### src/rtl/ellipse_scan_controller_pkg.sv
// Shared widths, renderer latency and scan state encoding for the ellipse renderer controllers.
package ellipse_scan_controller_pkg;

    localparam int X_W_DEF      = 11;
    localparam int Y_W_DEF      = 12;
    localparam int COL_W_DEF    = 8;
    localparam int PIPE_LAT_DEF = 4;

    typedef enum logic [1:0] {
        ST_IDLE  = 2'd0,
        ST_SCAN  = 2'd1,
        ST_DRAIN = 2'd2
    } scan_state_e;

    // Width of a counter that must hold the value n (never narrower than one bit).
    function automatic int cnt_width(input int n);
        return (n < 1) ? 1 : $clog2(n + 1);
    endfunction

endpackage

### src/rtl/ellipse_scan_controller_if.sv
// Control/configuration inputs and renderer-facing outputs of the ellipse scan controller.
interface ellipse_scan_controller_if
    import ellipse_scan_controller_pkg::*;
#(
    parameter int X_W   = X_W_DEF,
    parameter int Y_W   = Y_W_DEF,
    parameter int COL_W = COL_W_DEF
) ();

    logic                    start;
    logic                    abort;
    logic                    hold;
    logic [X_W-2:0]          last_x;
    logic [Y_W-2:0]          last_y;
    logic [COL_W-1:0]        base_r;
    logic [COL_W-1:0]        base_g;
    logic [COL_W-1:0]        base_b;

    logic signed [X_W-1:0]   x;
    logic signed [Y_W-1:0]   y;
    logic [COL_W-1:0]        r;
    logic [COL_W-1:0]        g;
    logic [COL_W-1:0]        b;
    logic                    pix_valid;
    logic                    out_valid;
    logic                    busy;
    logic                    frame_done;

    modport master (
        input  start, abort, hold, last_x, last_y, base_r, base_g, base_b,
        output x, y, r, g, b, pix_valid, out_valid, busy, frame_done
    );

    modport slave (
        output start, abort, hold, last_x, last_y, base_r, base_g, base_b,
        input  x, y, r, g, b, pix_valid, out_valid, busy, frame_done
    );

endinterface

### src/rtl/valid_delay_line.sv
// DEPTH-stage 1-bit shift register with synchronous flush; tracks which renderer outputs are real.
module valid_delay_line #(
    parameter int DEPTH = 4
) (
    input  logic clk,
    input  logic rst,
    input  logic flush,
    input  logic din,
    output logic dout
);

    logic [DEPTH-1:0] stage_q;
    logic [DEPTH-1:0] stage_d;

    always_comb begin
        // NOTE: stage_d gets a default before any branch so no latch can be inferred.
        stage_d = '0;
        if (!flush) begin
            stage_d[0] = din;
            for (int i = 1; i < DEPTH; i++) begin
                stage_d[i] = stage_q[i-1];
            end
        end
    end

    always_ff @(posedge clk) begin
        if (rst) begin
            stage_q <= '0;
        end else begin
            stage_q <= stage_d;
        end
    end

    assign dout = stage_q[DEPTH-1];

endmodule

### src/rtl/ellipse_scan_controller.sv
// Frame sequencer for ellipse_renderer: raster scan (x outer, y inner), hold/abort, pipeline drain tracking.
module ellipse_scan_controller
    import ellipse_scan_controller_pkg::*;
#(
    parameter int X_W      = X_W_DEF,
    parameter int Y_W      = Y_W_DEF,
    parameter int COL_W    = COL_W_DEF,
    parameter int PIPE_LAT = PIPE_LAT_DEF
) (
    input  logic                      clk,
    input  logic                      rst,
    ellipse_scan_controller_if.master bus
);

    localparam int CX_W  = X_W - 1;
    localparam int CY_W  = Y_W - 1;
    localparam int CNT_W = cnt_width(PIPE_LAT);

    scan_state_e           state_q, state_d;
    logic [CX_W-1:0]       cx_q, cx_d;
    logic [CY_W-1:0]       cy_q, cy_d;
    logic [CX_W-1:0]       last_x_q, last_x_d;
    logic [CY_W-1:0]       last_y_q, last_y_d;
    logic signed [X_W-1:0] x_q, x_d;
    logic signed [Y_W-1:0] y_q, y_d;
    logic [COL_W-1:0]      r_q, r_d;
    logic [COL_W-1:0]      g_q, g_d;
    logic [COL_W-1:0]      b_q, b_d;
    logic                  pix_valid_q, pix_valid_d;
    logic                  busy_q, busy_d;
    logic                  frame_done_q, frame_done_d;
    logic [CNT_W-1:0]      drain_cnt_q, drain_cnt_d;
    logic                  abort_act;

    // Abort only matters while a frame is in flight; it also flushes the valid pipeline.
    assign abort_act = bus.abort && (state_q != ST_IDLE);

    always_comb begin
        state_d      = state_q;
        cx_d         = cx_q;
        cy_d         = cy_q;
        last_x_d     = last_x_q;
        last_y_d     = last_y_q;
        x_d          = x_q;
        y_d          = y_q;
        r_d          = r_q;
        g_d          = g_q;
        b_d          = b_q;
        pix_valid_d  = 1'b0;
        busy_d       = busy_q;
        frame_done_d = 1'b0;
        drain_cnt_d  = drain_cnt_q;

        if (abort_act) begin
            state_d = ST_IDLE;
            busy_d  = 1'b0;
            x_d     = '0;
            y_d     = '0;
        end else begin
            case (state_q)
                ST_IDLE: begin
                    if (bus.start && !bus.abort) begin
                        state_d  = ST_SCAN;
                        busy_d   = 1'b1;
                        last_x_d = bus.last_x;
                        last_y_d = bus.last_y;
                        r_d      = bus.base_r;
                        g_d      = bus.base_g;
                        b_d      = bus.base_b;
                        cx_d     = '0;
                        cy_d     = '0;
                        x_d      = '0;
                        y_d      = '0;
                    end
                end

                ST_SCAN: begin
                    if (!bus.hold) begin
                        x_d         = $signed({1'b0, cx_q});
                        y_d         = $signed({1'b0, cy_q});
                        pix_valid_d = 1'b1;
                        if (cy_q == last_y_q) begin
                            cy_d = '0;
                            if (cx_q == last_x_q) begin
                                state_d     = ST_DRAIN;
                                drain_cnt_d = '0;
                            end else begin
                                cx_d = cx_q + CX_W'(1);
                            end
                        end else begin
                            cy_d = cy_q + CY_W'(1);
                        end
                    end
                end

                ST_DRAIN: begin
                    // Final out_valid lands PIPE_LAT cycles after the last pixel; done follows one cycle later.
                    if (drain_cnt_q == CNT_W'(PIPE_LAT)) begin
                        state_d      = ST_IDLE;
                        busy_d       = 1'b0;
                        frame_done_d = 1'b1;
                    end else begin
                        drain_cnt_d = drain_cnt_q + CNT_W'(1);
                    end
                end

                default: begin
                    state_d = ST_IDLE;
                    busy_d  = 1'b0;
                end
            endcase
        end
    end

    always_ff @(posedge clk) begin
        // NOTE: sequential state uses non-blocking assignments so every flop samples pre-edge values.
        if (rst) begin
            state_q      <= ST_IDLE;
            cx_q         <= '0;
            cy_q         <= '0;
            last_x_q     <= '0;
            last_y_q     <= '0;
            x_q          <= '0;
            y_q          <= '0;
            r_q          <= '0;
            g_q          <= '0;
            b_q          <= '0;
            pix_valid_q  <= 1'b0;
            busy_q       <= 1'b0;
            frame_done_q <= 1'b0;
            drain_cnt_q  <= '0;
        end else begin
            state_q      <= state_d;
            cx_q         <= cx_d;
            cy_q         <= cy_d;
            last_x_q     <= last_x_d;
            last_y_q     <= last_y_d;
            x_q          <= x_d;
            y_q          <= y_d;
            r_q          <= r_d;
            g_q          <= g_d;
            b_q          <= b_d;
            pix_valid_q  <= pix_valid_d;
            busy_q       <= busy_d;
            frame_done_q <= frame_done_d;
            drain_cnt_q  <= drain_cnt_d;
        end
    end

    valid_delay_line #(
        .DEPTH (PIPE_LAT)
    ) u_valid_delay (
        .clk   (clk),
        .rst   (rst),
        .flush (abort_act),
        .din   (pix_valid_q),
        .dout  (bus.out_valid)
    );

    assign bus.x          = x_q;
    assign bus.y          = y_q;
    assign bus.r          = r_q;
    assign bus.g          = g_q;
    assign bus.b          = b_q;
    assign bus.pix_valid  = pix_valid_q;
    assign bus.busy       = busy_q;
    assign bus.frame_done = frame_done_q;

endmodule
### src/flat_wrapper.sv
// flat-port wrapper written by rule: the top's interface ports become plain ports
module ellipse_scan_controller_flat import ellipse_scan_controller_pkg::*;
#(
    parameter int X_W      = X_W_DEF,
    parameter int Y_W      = Y_W_DEF,
    parameter int COL_W    = COL_W_DEF,
    parameter int PIPE_LAT = PIPE_LAT_DEF
)
  (clk, rst, bus_start, bus_abort, bus_hold, bus_last_x, bus_last_y, bus_base_r, bus_base_g, bus_base_b, bus_x, bus_y, bus_r, bus_g, bus_b, bus_pix_valid, bus_out_valid, bus_busy, bus_frame_done);
  ellipse_scan_controller_if #(.X_W(X_W), .Y_W(Y_W), .COL_W(COL_W)) bus_i ();
  input  logic clk;
  input  logic rst;
  input wire logic [$bits(bus_i.start)-1:0] bus_start;
  input wire logic [$bits(bus_i.abort)-1:0] bus_abort;
  input wire logic [$bits(bus_i.hold)-1:0] bus_hold;
  input wire logic [$bits(bus_i.last_x)-1:0] bus_last_x;
  input wire logic [$bits(bus_i.last_y)-1:0] bus_last_y;
  input wire logic [$bits(bus_i.base_r)-1:0] bus_base_r;
  input wire logic [$bits(bus_i.base_g)-1:0] bus_base_g;
  input wire logic [$bits(bus_i.base_b)-1:0] bus_base_b;
  output wire logic [$bits(bus_i.x)-1:0] bus_x;
  output wire logic [$bits(bus_i.y)-1:0] bus_y;
  output wire logic [$bits(bus_i.r)-1:0] bus_r;
  output wire logic [$bits(bus_i.g)-1:0] bus_g;
  output wire logic [$bits(bus_i.b)-1:0] bus_b;
  output wire logic [$bits(bus_i.pix_valid)-1:0] bus_pix_valid;
  output wire logic [$bits(bus_i.out_valid)-1:0] bus_out_valid;
  output wire logic [$bits(bus_i.busy)-1:0] bus_busy;
  output wire logic [$bits(bus_i.frame_done)-1:0] bus_frame_done;
  assign bus_i.start = bus_start;
  assign bus_i.abort = bus_abort;
  assign bus_i.hold = bus_hold;
  assign bus_i.last_x = bus_last_x;
  assign bus_i.last_y = bus_last_y;
  assign bus_i.base_r = bus_base_r;
  assign bus_i.base_g = bus_base_g;
  assign bus_i.base_b = bus_base_b;
  assign bus_x = bus_i.x;
  assign bus_y = bus_i.y;
  assign bus_r = bus_i.r;
  assign bus_g = bus_i.g;
  assign bus_b = bus_i.b;
  assign bus_pix_valid = bus_i.pix_valid;
  assign bus_out_valid = bus_i.out_valid;
  assign bus_busy = bus_i.busy;
  assign bus_frame_done = bus_i.frame_done;
  ellipse_scan_controller #(.X_W(X_W), .Y_W(Y_W), .COL_W(COL_W), .PIPE_LAT(PIPE_LAT)) u_core (.clk(clk), .rst(rst), .bus(bus_i));
endmodule
### config.mk
export PLATFORM = sky130hd
export DESIGN_NAME = ellipse_scan_controller_flat
export DESIGN_NICKNAME = d
export VERILOG_FILES = /design/src/rtl/ellipse_scan_controller_pkg.sv /design/src/rtl/ellipse_scan_controller_if.sv /design/src/rtl/valid_delay_line.sv /design/src/rtl/ellipse_scan_controller.sv /design/src/flat_wrapper.sv
export SDC_FILE = /design/constraint.sdc
export NUM_CORES = 1
export LEC_CHECK = 0
export ABC_AREA = 1
export CORE_UTILIZATION = 37
export DETAILED_ROUTE_END_ITERATION = 10
export MAX_ROUTING_LAYER = met4
export PLACE_DENSITY = 0.74
export SLEW_MARGIN = 40
export SYNTH_ARGS = -nofsm -noshare
export SYNTH_HDL_FRONTEND = slang
export SYNTH_SLANG_ARGS = --single-unit
export TNS_END_PERCENT = 1
### constraint.sdc
create_clock -name clk -period 2.3 [get_ports clk]
set_clock_uncertainty 0.2 [all_clocks]
set_input_delay 0.46 -clock clk [delete_from_list [all_inputs] [get_ports clk]]
set_output_delay 0.46 -clock clk [all_outputs]
set_load 0.02 [all_outputs]
==> metrics.txt, run 1 <==
register area=1982 um^2; Final min period=1980 ps; CTS tree=done; Initial Utilization=38.05%; hold buffer count at cts=0; share of the synthesized area in the top cell type=45.62%; clock share of power=35.9%; number of fillers in the final layout=1120; Seq/Total Area, Yosys=45.62%; TritonCTS Buffers=9; Hold/Removal Path Class=reg2reg; Slew Limit Fails=0; post-route worst setup slack=319.7 ps; initial antenna violation count=0; Die H=110.4 um; Total GRT Usage=19.11%; internal power=2.926 mW; vias in the first global route=3828; routability cong.=0.9045; leading area contributor after synthesis=dfxtp_1; Die W=110.4 um; CP peak stage delay=620 ps; CP Data Required Time=1640 ps; Synthesis Warnings=0; Post-Route WL=10720 um; Mapped Cells=596; PwrDens=696.9 nW/um^2; H-tree levels=3; max-cap violation count=0; post-route cell area=5844 um^2; Final Net Count=753; Setup crit start kind=register; Post-DP Area=5560 um^2; IO Count=101; run status=finished clean; main combinational cell family by area after synthesis=simple AND/OR/NAND/NOR gates; crit path DAT=1320 ps; first drt pass iteration count=5; post-route setup TNS=0 ps; Inserted Diodes=0; Worst VDD drop=0.3399 mV; final hold violations=0; Non-Filler Instances=847; FP Rows=39; post-layout util=51.18%; Clock Path Buffers=2; largest net degree at the start of global routing=47; Post-Synth XOR/XNOR Area=3.427%; CP Max Fanout=2; Post CTS Setup Buffer Count=0; global-route wire length before repair=17680 um; Worst setup EP type=output port; Vias=4115; critical path cell sequence=clkdlybuf4s50_1; crit path max-delay cell type=clkdlybuf4s50_1; DP Cell Count=831; clock sink count=99; Antenna Violating Nets Remaining=0; dpl ws=22.05 ps; Hold WS=214.4 ps; switching part of the total=28.16%; area delta synth->final=34.53%; sequential power share=46.1%; total core area=11420 um^2; leak pwr=2.298 nW; endpoints failing setup=0; mean post-synth cell area=7.289 um^2; Synth area leaders=dfxtp_1, nor2_1, nand2_1, o21ai_0, a21oi_1; CTS clk-pin slew, worst paths=70 ps; Sw Pwr=1.147 mW; Vias per Instance=4.858; Port Buffers=98; HPWL Detailed=8083 um; reg-to-reg setup timing slack=350 ps; die area=12180 um^2; compound-cell area share of the yosys netlist=13.68%; Syn Std Cell Area=4344 um^2; Buffers & Inverters on Critical Path=1; RSZ-0062 raised after global routing=no; multiplexer share of the synthesized area=0%; iteration-0 DRC count of the detailed router=232; final worst-path cycle share=86.10%; combinational power share=18.0%; Unique masters post-synth=32; DR WL/cell=12.65 um; clock network latency to the later pin of the worst-skew pair=340 ps; DRC Markers=0; CP delay by family, top=buffers and inverters; area occupied by multi-input gates=1999 um^2; simple logic cell fraction of the synthesized area=27.59%; share of layout cells above drive strength 1=9.801%; Post-Synth Adder-Cell Area=1.152%; Root Buffer=clkbuf_16; Seq cells post-synth=99; Final Power=4.073 mW; Max Fclk=0.5050 GHz; Resized cells post-CTS=0; Crit Path Category=reg2out; remaining global-route overflow=0
[layout make-up]
class,count,area share [%]
Sequential cell,99,33.91
Multi-Input combinational cell,412,34.21
Inverter,53,3.404
Clock buffer,10,4.089
Tap cell,143,3.061
Clock inverter,6,0.7707
Timing Repair Buffer,124,20.55
[logic make-up (layout without fill, tap and decap cells)]
kind of cell / count (synthesis) / after routing
AND/OR/NAND/NOR: 275 / 275
adder cells (fa/ha/maj): 4 / 4
AO/OA/AOI/OAI: 114 / 114
flip-flops: 99 / 99
other: 1 / 2
XOR/XNOR: 17 / 17
buffers and inverters: 86 / 193
[flip-flops by register name (all words and copies together) (netlist names)]
signal                        cells
u_core.last_x_q                  10
u_core.bus.g                      8
u_core.bus.r                      8
u_core.bus.pix_valid              1
u_core.bus.b                      8
u_core.bus.frame_done             1
u_core.u_valid_delay.stage_q      4
u_core.bus.x                     10
u_core.cx_q                      10
u_core.drain_cnt_q                3
u_core.cy_q                      11
u_core.bus.busy                   1
u_core.state_q                    2
u_core.bus.y                     11
u_core.last_y_q                  11
[power by group through the flow]
stage	Sequential (mW)	Clock, mW	Combinational [mW]
3_5_place_dp	1.92	0	0.735
6_report	1.88	1.46	0.735
3_3_place_gp	1.91	0	0.723
4_1_cts	1.88	1.49	0.739
2_1_floorplan	1.98	0	0.366
5_1_grt	1.89	1.55	0.817
[per-layer routing]
layer	GRT usage, %	share of wire (%)	vias up
li1	-	-	2109
met1	24.56	47	1874
met2	29.81	45	122
met3	3.998	6.5	10
met4	6.485	1.3	0
met5	-	0	-
[cells in the final DEF, fill, tap and decap left out, types with 13 or more instances in the layout]
master             n
o21ai_0           61
nor2_1           127
dfxtp_1           99
clkdlybuf4s50_1   98
a21oi_1           47
inv_1             48
buf_4             24
nand3_1           18
xnor2_1           13
nand2_1           91
[synthesized netlist by cell type (all sizes together)]
master,number
buf,12
clkinv,1
xor2,4
nand4,10
a21oi,50
dfxtp,99
nor4,1
conb,1
ha,4
xnor2,13
nor3,12
nand2,99
o31ai,1
o21a,1
inv,52
a211oi,1
o21ai,61
nor3b,3
nand3,20
nor2,130
clkbuf,21
[worst register-to-register path, cell delays in order (launching register included)]
cell and delay [ps]:
dfxtp_1 470, inv_1 100, nand2_1 70, nand2_1 50
nor2_1 80, nand2_1 80, nor2_2 110, nand2_2 70
nand2_4 110, nand3_2 260, nand2_1 130, nand2_1 50
nor2_1 90
[final timing paths]
| check | cells after the start | endpoint | start |
|---|---|---|---|
| worst max-delay path | 1 | bus_g[6] | u_core.bus.g[6] |
| worst min-delay path | 2 | u_core.u_valid_delay.stage_q[3] | u_core.u_valid_delay.stage_q[2] |
| worst max register to register | 12 | u_core.cx_q[9] | u_core.cy_q[5] |
| worst min register to register | 2 | u_core.u_valid_delay.stage_q[3] | u_core.u_valid_delay.stage_q[2] |
Note: power is estimated with default switching activity, not from simulation.
==> inputs of run 2 (changes only) <==
Settings changed: CAP_MARGIN from default to 10.
==> results of run 2 <==
Final layout, timing and power as in run 1 (identical DEF).
